--- src/rtl/result_bcd_converter.sv ---
// result_bcd_converter: sequential shift-add-3 binary-to-BCD converter for the calculator result path
//   clk, rst (async, active-low)
//   start, bin_in, signed_mode : conversion request and operand
//   busy, done                 : handshake (done is a one-cycle pulse when the outputs update)
//   dig3..dig0, neg, ovf       : registered BCD digits (thousands..units), sign, magnitude > 9999
module result_bcd_converter #(
   parameter int         WIDTH      = 14,
   parameter logic [3:0] BLANK_CODE = 4'hF
) (
   input  logic             clk,
   input  logic             rst,
   input  logic             start,
   input  logic [WIDTH-1:0] bin_in,
   input  logic             signed_mode,
   output logic             busy,
   output logic             done,
   output logic [3:0]       dig3,
   output logic [3:0]       dig2,
   output logic [3:0]       dig1,
   output logic [3:0]       dig0,
   output logic             neg,
   output logic             ovf
);
   typedef enum logic [1:0] {IDLE, SHIFT, LATCH, DONE} state_t;
   state_t           state;
   logic [19:0]      bcd, adj;
   logic [WIDTH-1:0] sh, mag;
   logic [4:0]       cnt;
   logic             neg_r, is_neg;
   // the most-negative value negates to itself and is then read as unsigned
   assign is_neg = signed_mode & bin_in[WIDTH-1];
   assign mag    = is_neg ? ~bin_in + 1'b1 : bin_in;
   always_comb begin
      adj = bcd;
      for (int i = 0; i < 5; i++)
         adj[4*i +: 4] = (bcd[4*i +: 4] >= 4'd5) ? bcd[4*i +: 4] + 4'd3 : bcd[4*i +: 4];
   end
   always_ff @(posedge clk or negedge rst) begin
      if (!rst) begin
         state <= IDLE;
         bcd   <= '0;
         sh    <= '0;
         cnt   <= '0;
         neg_r <= 1'b0;
         busy  <= 1'b0;
         done  <= 1'b0;
         dig3  <= '0;
         dig2  <= '0;
         dig1  <= '0;
         dig0  <= '0;
         neg   <= 1'b0;
         ovf   <= 1'b0;
      end else begin
         case (state)
            IDLE: if (start) begin
               sh    <= mag;
               neg_r <= is_neg;
               bcd   <= '0;
               cnt   <= 5'(WIDTH);
               busy  <= 1'b1;
               state <= SHIFT;
            end
            SHIFT: begin
               {bcd, sh} <= {adj[18:0], sh, 1'b0};
               cnt       <= cnt - 5'd1;
               state     <= (cnt == 5'd1) ? LATCH : SHIFT;
            end
            // outputs and done update together; busy stays high through the done cycle
            LATCH: begin
               ovf   <= bcd[19:16] != 4'd0;
               neg   <= (bcd[19:16] != 4'd0) ? 1'b0 : neg_r;
               dig3  <= (bcd[19:16] != 4'd0) ? BLANK_CODE : bcd[15:12];
               dig2  <= (bcd[19:16] != 4'd0) ? BLANK_CODE : bcd[11:8];
               dig1  <= (bcd[19:16] != 4'd0) ? BLANK_CODE : bcd[7:4];
               dig0  <= (bcd[19:16] != 4'd0) ? BLANK_CODE : bcd[3:0];
               done  <= 1'b1;
               state <= DONE;
            end
            default: begin
               done  <= 1'b0;
               busy  <= 1'b0;
               state <= IDLE;
            end
         endcase
      end
   end
endmodule
--- config.mk ---
export PLATFORM = sky130hd
export DESIGN_NAME = result_bcd_converter
export DESIGN_NICKNAME = d
export VERILOG_FILES = /design/src/rtl/result_bcd_converter.sv
export SDC_FILE = /design/constraint.sdc
export NUM_CORES = 1
export LEC_CHECK = 0
export ABC_CLOCK_PERIOD_IN_PS = 1690
export BUFFER_PORTS_ARGS = -buffer_cell sky130_fd_sc_hd__buf_2
export CORE_AREA = 2 2 81 83
export CTS_BUF_LIST = sky130_fd_sc_hd__clkbuf_8
export CTS_CLUSTER_SIZE = 16
export DETAILED_ROUTE_END_ITERATION = 8
export DIE_AREA = 0 0 83 85
export PLACE_DENSITY = 0.76
export SETUP_SLACK_MARGIN = 0.2
export SYNTH_ARGS = -nofsm -noshare
export SYNTH_HDL_FRONTEND = slang
export SYNTH_SLANG_ARGS = --single-unit
--- constraint.sdc ---
create_clock -name clk -period 1.69 [get_ports clk]
set_input_delay 0.2535 -clock clk [delete_from_list [all_inputs] [get_ports clk]]
set_output_delay 0.2535 -clock clk [all_outputs]
set_load 0.03 [all_outputs]
== Word level (Yosys, flattened, before mapping) ==
Cells that the tools add are included.

* Register bits: 62
* Output and inout bits: 20
* Logic and storage cells: 63

* $add $sub $neg: 7
* Magnitude comparators: 5
* Eq/ne operators: 4
* Multiplexer cells: 23
* Bitwise gates (word level): 3
* Reductions and logical operators: 8

{| class="wikitable"
|+ Operator list
! kind !! count
|-
| $pmux W20 S2 || 1
|-
| $mux W4 || 8
|-
| $mux W14 || 2
|-
| $pmux W14 S2 || 1
|-
| $ge A4 B3 Y1 const B || 5
|-
| $mux W20 || 1
|-
| $add A4 B2 Y4 const B || 4
|-
| $add A14 B1 Y14 const B || 1
|-
| $not A14 Y14 || 1
|-
| $pmux W5 S2 || 1
|-
| $pmux W2 S3 || 1
|-
| $reduce_and A2 Y1 || 3
|-
| $eq A5 B1 Y1 const B || 1
|-
| $mux W5 || 1
|-
| $sub A5 B1 Y5 const B || 1
|-
| $mux W2 || 2
|-
| $pmux W1 S2 || 2
|-
| $reduce_bool A4 Y1 || 1
|-
| $reduce_or A2 Y1 || 2
|-
| $add A3 B2 Y3 const B || 1
|-
| $mux W3 || 1
|-
| $eq A2 B1 Y1 const B || 1
|-
| $eq A2 B2 Y1 const B || 1
|-
| $logic_not A2 Y1 || 1
|-
| 5 further kinds || 6
|}

== Depth between registers and ports, before layout ==
Gate-level depths: netlist of run 1.

* Word-level depth: 5
* Depth in mapped cells: 8
* Mapped depth without buffers: 6

== Least setup slack after synthesis of run 1 ==
No wires, ideal clock.

* Path kind: register -> register
* From: register state[0]
* To: register sh[1]
* Library setup time: 0.125 ns
* Data arrival time: 1.600 ns
* Data required time: 1.565 ns
* Setup slack: -0.035 ns
* Stages on the path, launching flop included: 7
* Path buffers: 2
* Clock period less this slack: 1.725 ns
* Cells stage by stage: dfrtp_1 -> inv_1 -> ha_1 -> buf_2 -> mux2_2 -> buf_2 -> mux2_2

* Longest elaborated chain between the ends: 3
* Elaborated cells on any way between the ends: 6
* Those cells by class: eq/ne (2); mux (1); reduce/logical (3)

{| class="wikitable"
|+ RTL lines
! item !! line !! RTL
|-
| start: declaration || 25 || <nowiki>state_t state;</nowiki>
|-
| start signal: assignment || 66 || <nowiki>state <= (cnt == 5'd1) ? LATCH : SHIFT;</nowiki>
|-
| $eq A2 B1 Y1 or $logic_not A2 Y1 (tied branches) || 54 || <nowiki>case (state)</nowiki>
|-
| $reduce_bool A2 Y1 (no line) or $ne A2 B2 Y1 (tied branches) || - ||
|-
| $reduce_and A2 Y1 (no line) || - ||
|-
| end signal: assignment || 56 || <nowiki>sh <= mag;</nowiki>
|-
| end signal: assignment || 64 || <nowiki>{bcd, sh} <= {adj[18:0], sh, 1'b0};</nowiki>
|-
| end: declaration || 27 || <nowiki>logic [WIDTH-1:0] sh, mag;</nowiki>
|}

Several ways; a longest one is shown, not always the timed one.
A chain may end at the register's enable or synchronous reset.

== Final worst setup path of run 1 ==
* From: register state[1]
* To: register sh[12]

The elaborated chain is that of the path after synthesis.

==> results.md, run 1 <==
| Item | Value |
|---|---|
| Fraction of registers with async set/reset | 100% |
| Slew at the pin closest to its max-slew limit | 0.455 ns |
| Worst clock skew | 0.0115 ns |
| Sum of buffers and inverters on the critical path | 2 |
| Worst-case reg-to-reg path depth | 7 |
| Most frequent cell after synthesis | sky130_fd_sc_hd__dfrtp_1 |
| Number of global-route vias before repair | 2555 |
| Number of cells on the worst hold path | 3 |
| Gate count of the mapped netlist | 308 |
| Internal Power | 4720 uW |
| Area growth from synthesis to layout | 31.8% |
| Relative contribution of sequential cells to total power | 31.3% |
| Placed cell areas | 3650 sq um |
| Synthesized netlist net count | 344 |
| Top cells by area in the synthesized netlist | sky130_fd_sc_hd__dfrtp_1 48%, sky130_fd_sc_hd__ha_1 6.9%, sky130_fd_sc_hd__o22a_1 4.6% |
| Flops & latches, synth | 62 |
| Crit Path Category | reg -> reg |
| Number of buffers inserted by port buffering | 37 |
| Proportion of synthesized chip area in sequential cells | 47.8% |
| Vert. Die Dim | 85 microns |
| Drt initial violations | 174 |
| Slew Limit Fails | 0 |
| Area fraction of the dominant cell type after synthesis | 47.8% |
| CP top delay family | flip-flops |
| # H-tree levels | 3 |
| CTS tree | yes |
| Core region area | 6200 sq um |
| Routability congestion estimate from global placement | 0.831 |
| Crit. path cell count | 7 |
| Pin count of the biggest net entering global routing | 63 |
| Crit path largest cell delay | 0.39 ns |
| Placed cell count | 425 |
| Deepest clock path buffer count | 2 |
| Unrepaired setup endpoints after global routing | yes |
| Peak supply drop | 0.883 mV |
| Outcome | complete, no violations |
| Endpoints failing setup | 0 |
| Layout cells sized above 1 | 36.5% |
| Hold_sp | bin_in[11] |
| Post-Syn Area | 3250 sq um |
| Vias | 2652 |
| Net switching power | 3100 uW |
| Worst-path clk slew | 0.07 ns |
| # DRC | 0 |
| Effective utilization at floorplan | 52.3% |
| Sum of routed wire length over all layers | 7.81 mm |
| Die Wd | 83 microns |
| Worst Hold Class | in -> reg |
| Post-route ant nets | 0 |
| Yosys warning total | 0 |
| Inserted Diodes | 0 |
| Leakage dissipation | 0.00179 uW |
| Relative contribution of the clock network to total power | 18.7% |
| Layout fillers | 438 |
| Origin of the critical flop-to-flop path | state[1] |
| WP data required | 1.96 ns |
| Clk Latency, worst-skew pair | 0.35 ns |
| Hpwl dp | 4.53 mm |
| Number of max-capacitance violations reported | 0 |
| Series of cell instances along the critical path | inv_2, ha_4, buf_4, mux2_4, nand3b_1, o21ai_1, a21oi_1 |
| First-pass GRT wire length | 12.2 mm |
| Switching fraction of total power | 39.6% |
| Final nets | 417 |
| Total global routing overflow | 0 |
| Cell type with the highest aggregate area in the netlist | sky130_fd_sc_hd__dfrtp_1 |
| Clock Sinks | 62 |
| Type of origin of the critical path | flop |
| Slowest library cell on the worst path | sky130_fd_sc_hd__dfrtp_1 |
| Final total negative setup slack | 0 ns |
| Critical path capture point type | flop |
| Antenna violations before repair | 0 |
| Critical path launch point | state[1] |
| Routed length per instance | 16.9 microns |
| Primary flip-flop cell chosen by synthesis mapping | sky130_fd_sc_hd__dfrtp_1 |
| Most numerous cell types in the synthesized netlist | 62 x sky130_fd_sc_hd__dfrtp_1, 21 x sky130_fd_sc_hd__o21ai_0, 20 x sky130_fd_sc_hd__inv_1, 20 x sky130_fd_sc_hd__nand2_1, 18 x sky130_fd_sc_hd__ha_1 |
| Max Fclk | 0.640 GHz |
| Number of rows in the core area | 29 |
| Floorplan die area | 7060 sq um |
| Time the worst path needs with I/O delays and setup | 1.56 ns |
| Fraction of power consumed by combinational cells | 50.0% |
| Part of the cycle the worst path needs | 92.5% |
| Crit path max fanout | 8 |
| Cts bufs inserted | 9 |
| Power per Cell Area | 1830 nW/um^2 |
| Data arrival time of the critical path | 1.83 ns |
| Slew Limit Headroom | 69.3% |
| Post-Synthesis Mean Instance Area | 10.5 sq um |
| Global router's overall resource usage | 21.6% |
| Post-route design area | 4280 sq um |
| Non-filler instance count after layout | 463 |
| Vias per Instance | 5.73 |
| Root buf cell | sky130_fd_sc_hd__clkbuf_8 |
| Final hold vios | 0 |
| Number of synthesized flops with an enable pin | 0 |
| Number of different library cells in the post-synthesis netlist | 41 |
| First-pass DRT Iterations | 5 |
| Boundary Pins | 38 |
-- cells by family after synthesis --
logic type | Yosys count | share of synthesized area, %
adder cells (fa/ha/maj) | 18 | 6.94
AND/OR/NAND/NOR | 64 | 10.8
AO/OA/AOI/OAI | 95 | 20.4
multiplexers | 13 | 4.24
XOR/XNOR | 20 | 5.40
buffers and inverters | 36 | 4.43
flip-flops | 62 | 47.8
-- power by group through the flow --
stage	registers [uW]	logic, uW	clock network (uW)
finish	2450	3910	1470
CTS	2420	3440	1480
floorplan	2580	1940	0
global route	2520	4220	1540
detailed placement	2420	2970	0
global placement	2390	2910	0
-- worst register-to-register path, stage by stage, from the launching register on --
cell and delay, ns:
sky130_fd_sc_hd__dfrtp_1 0.39, sky130_fd_sc_hd__inv_2 0.10, sky130_fd_sc_hd__ha_4 0.22, sky130_fd_sc_hd__buf_4 0.14
sky130_fd_sc_hd__mux2_4 0.36, sky130_fd_sc_hd__nand3b_1 0.11, sky130_fd_sc_hd__o21ai_1 0.06, sky130_fd_sc_hd__a21oi_1 0.11
-- registers in the layout (all words and copies together) (netlist names) --
register,flops
dig2,4
state,2
bcd,20
ovf,1
dig3,4
sh,14
dig0,4
busy,1
cnt,5
done,1
dig1,4
neg_r,1
neg,1
-- path summary, 6_finish.rpt --
| check | endpoint | slack (ns) |
|---|---|---|
| setup / recovery | sh[12] | 0.13 |
| hold / removal | sh[11] | 0.22 |
| setup reg to reg | sh[12] | 0.13 |
| hold reg to reg | sh[8] | 0.48 |
| max in group asynchronous | dig3[2] | 0.97 |
| min in group asynchronous | state[0] | 0.46 |
-- per-stage QoR --
step	total power [uW]	utilization [%]	worst slack, ns	hold WS (ns)
final	7820	68.9	0.126	0.222
after detailed placement	5390	58.8	0.00558	0.288
after global routing	8280	68.9	0.0541	0.232
after global placement	5300	58.8	0.0613	0.284
after floorplan	4520	-	0.0845	-0.0421
after CTS	7330	66.0	0.193	0.212
-- metal layers --
metal / vias to the layer above / track usage (%) / wire length [microns]
met4: 0 / 11.5 / 141
met2: 67 / 35.7 / 4050
met3: 11 / 3.79 / 296
li1: 1276 / - / -
met5: - / 0 / 0
met1: 1298 / 27.3 / 3320
-- what timing repair did --
item,in CTS,in global routing
gates cloned,2,1
endpoints found under the setup margin,35,45
endpoints found under the hold margin,62,0
hold buffers,1,0
gates resized for setup,30,34
buffers inserted,13,5
pin swaps,5,10
-- layout make-up --
type | count | area (sq um) | area share [%]
clock buffers | 10 | 138 | 3.22
clock inverters | 6 | 86.3 | 2.02
inverters | 20 | 75.1 | 1.75
multi-input cells | 213 | 1800 | 42.1
flip-flops and latches | 62 | 1550 | 36.3
well taps | 77 | 96.3 | 2.25
repair buffers | 75 | 529 | 12.4
-- layout by cell type (no fill, tap or decap), types with 6 or more instances in the layout --
master	Yosys	routed
sky130_fd_sc_hd__inv_2	0	10
sky130_fd_sc_hd__mux2i_1	7	7
sky130_fd_sc_hd__o22ai_1	8	8
sky130_fd_sc_hd__a21oi_1	15	10
sky130_fd_sc_hd__dfrtp_1	62	62
sky130_fd_sc_hd__nand2_1	20	17
sky130_fd_sc_hd__o22a_1	17	17
sky130_fd_sc_hd__o21ai_0	21	15
sky130_fd_sc_hd__nand3b_1	7	7
sky130_fd_sc_hd__xnor2_1	15	15
sky130_fd_sc_hd__o31ai_1	8	6
sky130_fd_sc_hd__nor2_1	8	7
sky130_fd_sc_hd__clkbuf_8	0	10
sky130_fd_sc_hd__inv_1	20	11
sky130_fd_sc_hd__ha_1	18	8
sky130_fd_sc_hd__buf_2	7	37
sky130_fd_sc_hd__nand2b_1	9	8
sky130_fd_sc_hd__buf_4	0	29
(Power assumes the default switching activity.)
==> run 2: changes to the inputs <==
- ABC_CLOCK_PERIOD_IN_PS: 1690 -> 1800
- CORE_AREA: 2 2 81 83 -> 2 2 75 77
- DIE_AREA: 0 0 83 85 -> 0 0 77 79
- PLACE_DENSITY: 0.76 -> 0.84
- clock period: 1.69 -> 1.8 ns (I/O delays scaled with it)
==> run 2 against run 1 <==
Combinational power is 12% lower. Clock skew is 0.0074 ns lower. Utilization is 8.0 points higher. Sequential power is 6% lower. Count of clock-buffer cells in the layout is 1 higher. Global-route usage is 3.8 points higher. Total power is 11% lower. Critical path type unchanged. Largest cell class unchanged. Largest power group unchanged.
==> results.md, run 2 (synthesis gave the netlist of run 1 again) <==
| Item | Value |
|---|---|
| Outcome | complete, no violations |
| First-pass DRT Iterations | 4 |
| CP top delay family | buffers and inverters |
| Inserted Diodes | 0 |
| Flip-flop count of the largest register after layout | 20 |
| Most flops, register | bcd |
| Post-layout util | 76.9% |
| Number of buffers inserted by port buffering | 37 |
| Final hold vios | 0 |
| Placed cell areas | 3580 sq um |
| Die Wd | 77 microns |
| Overall power after layout | 6970 uW |
| Data arrival time of the critical path | 1.87 ns |
| Crit path largest cell delay | 0.39 ns |
| Combined area of the multi-input logic cells | 1700 sq um |
| Sum of buffers and inverters on the critical path | 3 |
| Hpwl dp | 4.58 mm |
| Part of the cycle the worst path needs | 89.5% |
| Clock Sinks | 62 |
| Number of max-capacitance violations reported | 0 |
| Number of global-route vias before repair | 2570 |
| # DRC | 0 |
| Sequential Area | 1550 sq um |
| Global router's overall resource usage | 25.4% |
| Unrepaired setup endpoints after global routing | yes |
| Routed length per instance | 17.0 microns |
| Sum of routed wire length over all layers | 7.67 mm |
| Max Fclk | 0.621 GHz |
| Slew Limit Fails | 0 |
| Core region area | 5340 sq um |
| Deepest clock path buffer count | 2 |
| Vias per Instance | 6.02 |
| Number of rows in the core area | 27 |
| Crit path max fanout | 8 |
| Post-route ant nets | 0 |
| Critical path capture point type | flop |
| Peak supply drop | 0.966 mV |
| Boundary Pins | 38 |
| Total global routing overflow | 0 |
| Time the worst path needs with I/O delays and setup | 1.61 ns |
| CTS tree | yes |
| Routability congestion estimate from global placement | 0.819 |
| Worst-path clk slew | 0.07 ns |
| Non-filler instance count after layout | 452 |
| Layout cells sized above 1 | 33.2% |
| Final WS setup | 0.190 ns |
| Largest registers ranked by flip-flop count | bcd: 20 flops, sh: 14 flops, cnt: 5 flops |
| Effective utilization at floorplan | 60.8% |
| Leakage dissipation | 0.00174 uW |
| WP data required | 2.06 ns |
| Slew Limit Headroom | 64.3% |
| Worst Hold Class | in -> reg |
| Antenna violations before repair | 0 |
| Cts bufs inserted | 9 |
| Type of origin of the critical path | flop |
| Floorplan die area | 6080 sq um |
| Area growth from synthesis to layout | 26.4% |
| Slowest library cell on the worst path | sky130_fd_sc_hd__dfrtp_1 |
| Root buf cell | sky130_fd_sc_hd__clkbuf_8 |
| Leading cell type in the layout, fill and taps excluded | sky130_fd_sc_hd__dfrtp_1 |
| Power per Cell Area | 1700 nW/um^2 |
| Slew at the pin closest to its max-slew limit | 0.530 ns |
| Layout fillers | 358 |
| Drt initial violations | 169 |
| First-pass GRT wire length | 12.1 mm |
| Most used cells in the layout excluding fill and tap cells | 61 x sky130_fd_sc_hd__dfrtp_1, 37 x sky130_fd_sc_hd__buf_2, 26 x sky130_fd_sc_hd__buf_4 |
| Crit Path Category | reg -> reg |
| Worst clock skew | 0.00412 ns |
| # H-tree levels | 3 |
| Placed cell count | 414 |
| Clk Latency, worst-skew pair | 0.34 ns |
| Final nets | 411 |
| Endpoints failing setup | 0 |
| Series of cell instances along the critical path | inv_2, ha_4, mux2i_2, buf_6, buf_4, nand2_1, o21ai_1 |
| Post-route design area | 4110 sq um |
| Worst setup timing slack at the placement stage | -0.0172 ns |
| Vert. Die Dim | 79 microns |
| Pin count of the biggest net entering global routing | 63 |
| Vias | 2722 |
==> run 2: cell types whose count changed in the layout (fill, tap and decap cells not counted), moves of 3 or more <==
| cell | previous run | this run |
|---|---|---|
| sky130_fd_sc_hd__ha_4 | 5 | 2 |
| sky130_fd_sc_hd__o21ai_0 | 15 | 18 |
| sky130_fd_sc_hd__clkinvlp_4 | 3 | 0 |
| sky130_fd_sc_hd__ha_1 | 8 | 13 |
| sky130_fd_sc_hd__buf_6 | 5 | 1 |
| sky130_fd_sc_hd__inv_1 | 11 | 14 |
| sky130_fd_sc_hd__nor2_2 | 0 | 3 |
| sky130_fd_sc_hd__mux2_4 | 5 | 2 |
| sky130_fd_sc_hd__buf_4 | 29 | 26 |
| sky130_fd_sc_hd__clkinv_2 | 0 | 3 |
| sky130_fd_sc_hd__inv_2 | 10 | 7 |
==> run 2: power by group <==
group	total, uW	switching (uW)	internal [uW]	leakage [uW]
logic	3440	1850	1600	0.000912
registers	2300	403	1890	0.000718
clock network	1230	528	703	0.000110
total	6970	2780	4190	0.00174
==> run 2: worst paths after layout <==
check	start	to	slack [ns]	depth (start not counted)
max in group asynchronous	rst	state[0]	1.04	3
min in group asynchronous	rst	dig3[1]	0.47	3
setup reg to reg	state[1]	bcd[10]	0.19	7
hold / removal	bin_in[13]	sh[13]	0.25	3
hold reg to reg	sh[3]	sh[3]	0.48	2
setup / recovery	state[1]	bcd[10]	0.19	7
==> run 2: metal layers <==
metal | vias up | routed length, microns | GRT usage (%)
met3 | 14 | 433 | 3.52
met1 | 1348 | 3230 | 32.6
li1 | 1263 | - | -
met4 | 0 | 129 | 12.7
met2 | 97 | 3870 | 42.6
met5 | - | 0 | 0
==> run 2: what timing repair did <==
item,CTS,global route
endpoints found under the setup margin,32,30
gates cloned,2,1
pin swaps,1,5
endpoints found under the hold margin,62,0
resized for setup,15,26
buffers inserted,7,11
hold buffers,1,0
==> run 2: area by class of cell <==
cell class | count | area share [%]
multi-input cells | 212 | 41.4
flip-flops and latches | 62 | 37.8
repair buffers | 70 | 11.9
clock buffers | 11 | 3.69
well taps | 72 | 2.19
inverters | 20 | 1.83
clock inverters | 5 | 1.19
==> run 2: per-stage QoR <==
stage | TNS [ns] | hold slack, ns
after detailed placement | -0.0172 | 0.304
after CTS | 0 | 0.259
after global placement | 0 | 0.305
final | 0 | 0.255
after floorplan | 0 | -0.0256
after global routing | 0 | 0.275
==> run 2: worst reg2reg max path: stages, from the launching register on <==
cell and delay [ns]:
sky130_fd_sc_hd__dfrtp_1 0.39, sky130_fd_sc_hd__inv_2 0.11, sky130_fd_sc_hd__ha_4 0.23, sky130_fd_sc_hd__mux2i_2 0.28, sky130_fd_sc_hd__buf_6 0.20, sky130_fd_sc_hd__buf_4 0.16
sky130_fd_sc_hd__nand2_1 0.08, sky130_fd_sc_hd__o21ai_1 0.10
==> run 3: changes to the inputs <==
- MAX_ROUTING_LAYER: default -> met4
==> run 3 against run 2 <==
Count of clock-buffer cells in the layout stayed put. Flip-flop and latch count unchanged. Highest routed layer unchanged. Die area unchanged. Total power grew 0.42%. Sequential share of layout area about the same. Critical path depth is the same. Cell area about the same. Wire length increased by 2.4%. Register-to-register slack lost 0.05 ns. Maximum frequency down 3.2%. Global-route usage rose by 0.72 points. Critical endpoint is now cnt[3]. Utilization fell by 0.070 points.
==> results.md, run 3 (synthesis gave the netlist of run 1 again) <==
| Item | Value |
|---|---|
| Drt initial violations | 227 |
| Final nets | 409 |
| Critical path capture point type | flop |
| Pin count of the biggest net entering global routing | 63 |
| Type of origin of the critical path | flop |
| Combined area of the multi-input logic cells | 1690 sq um |
| Most flops, register | bcd |
| Die Wd | 77 microns |
| # DRC | 0 |
| Clk Latency, worst-skew pair | 0.34 ns |
| Number of rows in the core area | 27 |
| Worst clock skew | 0.00394 ns |
| Inserted Diodes | 0 |
| Endpoints failing setup | 0 |
| Number of buffers inserted by port buffering | 37 |
| Non-filler instance count after layout | 450 |
| Largest registers ranked by flip-flop count | bcd: 20 flops, sh: 14 flops, cnt: 5 flops |
| Leading cell type in the layout, fill and taps excluded | sky130_fd_sc_hd__dfrtp_1 |
| Part of the cycle the worst path needs | 92.4% |
| Layout fillers | 350 |
| Sequential Area | 1550 sq um |
| Slew at the pin closest to its max-slew limit | 0.524 ns |
| Hpwl dp | 4.58 mm |
| Post-layout util | 76.8% |
| Vert. Die Dim | 79 microns |
| Slew Limit Headroom | 64.8% |
| First-pass DRT Iterations | 4 |
| Boundary Pins | 38 |
| Worst Hold Class | in -> reg |
| Slowest library cell on the worst path | sky130_fd_sc_hd__dfrtp_2 |
| Area growth from synthesis to layout | 26.3% |
| Crit Path Category | reg -> reg |
| Time the worst path needs with I/O delays and setup | 1.66 ns |
| Post-route design area | 4100 sq um |
| Placed cell areas | 3580 sq um |
| Placed cell count | 414 |
| Floorplan die area | 6080 sq um |
| Data arrival time of the critical path | 1.88 ns |
| Routed length per instance | 17.5 microns |
| Final total negative setup slack | 0 ns |
| Worst-case reg-to-reg path depth | 7 |
| Flip-flop count of the largest register after layout | 20 |
| Post-route ant nets | 0 |
| Slew Limit Fails | 0 |
| Root buf cell | sky130_fd_sc_hd__clkbuf_8 |
| Sum of routed wire length over all layers | 7.85 mm |
| Crit path max fanout | 8 |
| CTS tree | yes |
| Outcome | complete, no violations |
| Origin of the critical flop-to-flop path | state[0] |
| Crit path largest cell delay | 0.44 ns |
| Max Fclk | 0.601 GHz |
| Power per Cell Area | 1710 nW/um^2 |
| Leakage dissipation | 0.00173 uW |
| Peak supply drop | 0.952 mV |
| Hold_sp | bin_in[13] |
| Vias | 2771 |
| Deepest clock path buffer count | 2 |
| Sink of the worst hold path | sh[13] |
| Number of max-capacitance violations reported | 0 |
| Core region area | 5340 sq um |
| Unrepaired setup endpoints after global routing | yes |
| Clock Sinks | 62 |
| First-pass GRT wire length | 12.1 mm |
| Cts bufs inserted | 9 |
| Worst-path clk slew | 0.07 ns |
| Final hold vios | 0 |
| WP data required | 2.02 ns |
| Vias per Instance | 6.16 |
| Global router's overall resource usage | 26.1% |
| RR Endpoint | cnt[3] |
| Routability congestion estimate from global placement | 0.831 |
| Setup slack, reg-to-reg | 0.14 ns |
| Layout cells sized above 1 | 32.5% |
| Total global routing overflow | 0 |
| Series of cell instances along the critical path | inv_2, ha_4, mux2i_2, buf_6, nor4_2, xnor2_1, nand2_1 |
| Effective utilization at floorplan | 60.8% |
| Number of cells on the worst hold path | 3 |
| # H-tree levels | 3 |
| Antenna violations before repair | 0 |
| Most used cells in the layout excluding fill and tap cells | 61 x sky130_fd_sc_hd__dfrtp_1, 37 x sky130_fd_sc_hd__buf_2, 22 x sky130_fd_sc_hd__buf_4 |
| Number of global-route vias before repair | 2566 |
run 3: worst max-delay path by stage:
stage                        start      to  slack, ns
after floorplan           state[1]   sh[1]       0.19
after global placement    state[0]   sh[7]       0.09
after detailed placement  state[1]   sh[7]      -0.02
after CTS                 state[0]   sh[7]       0.19
after global routing      state[0]   sh[8]       0.08
final                     state[0]  cnt[3]       0.14
run 3: metal layers:
| metal | share of wire [%] | vias up | global-route usage (%) | routed length, microns |
|---|---|---|---|---|
| li1 | - | 1256 | - | - |
| met1 | 43 | 1393 | 32.6 | 3360 |
| met2 | 50 | 104 | 42.6 | 3940 |
| met3 | 4.8 | 18 | 3.52 | 377 |
| met4 | 2.2 | 0 | 12.7 | 172 |
| met5 | 0 | - | - | 0 |
run 3: critical path: cells and delay by family, from the launching register on:
family        cells  cell delay [ns]
flops             1             0.44
buf+inv           2             0.30
mux               1             0.30
fa+ha+maj         1             0.22
xor+xnor          1             0.16
simple gates      2             0.13
run 3: metrics by stage:
step / setup slack (ns) / power (uW) / hold WS (ns)
2_1_floorplan: 0.195 / 4230 / -0.0256
6_report: 0.136 / 7000 / 0.256
5_1_grt: 0.0827 / 7430 / 0.273
3_3_place_gp: 0.0865 / 4840 / 0.305
3_5_place_dp: -0.0172 / 4990 / 0.304
4_1_cts: 0.192 / 6500 / 0.259
run 3: layout make-up:
| cell class | count | share of cell area [%] |
|---|---|---|
| Multi-Input combinational cell | 212 | 41.2 |
| Clock inverter | 5 | 1.19 |
| Timing Repair Buffer | 68 | 12.1 |
| Inverter | 20 | 1.83 |
| Sequential cell | 62 | 37.9 |
| Clock buffer | 11 | 3.69 |
| Tap cell | 72 | 2.20 |
run 3: where the power goes:
| part | switching, uW | total, uW | internal [uW] | leakage (uW) |
|---|---|---|---|---|
| registers | 417 | 2310 | 1890 | 0.000718 |
| logic | 1850 | 3460 | 1610 | 0.000901 |
| clock network | 528 | 1230 | 703 | 0.000110 |
run 3: repair_timing:
item	4_1_cts	5_1_grt
cloned	2	1
pin swaps	1	6
setup endpoints to repair	32	30
resized for setup	15	26
setup buffers	7	9
hold buffers	1	0
hold endpoints to repair	62	0
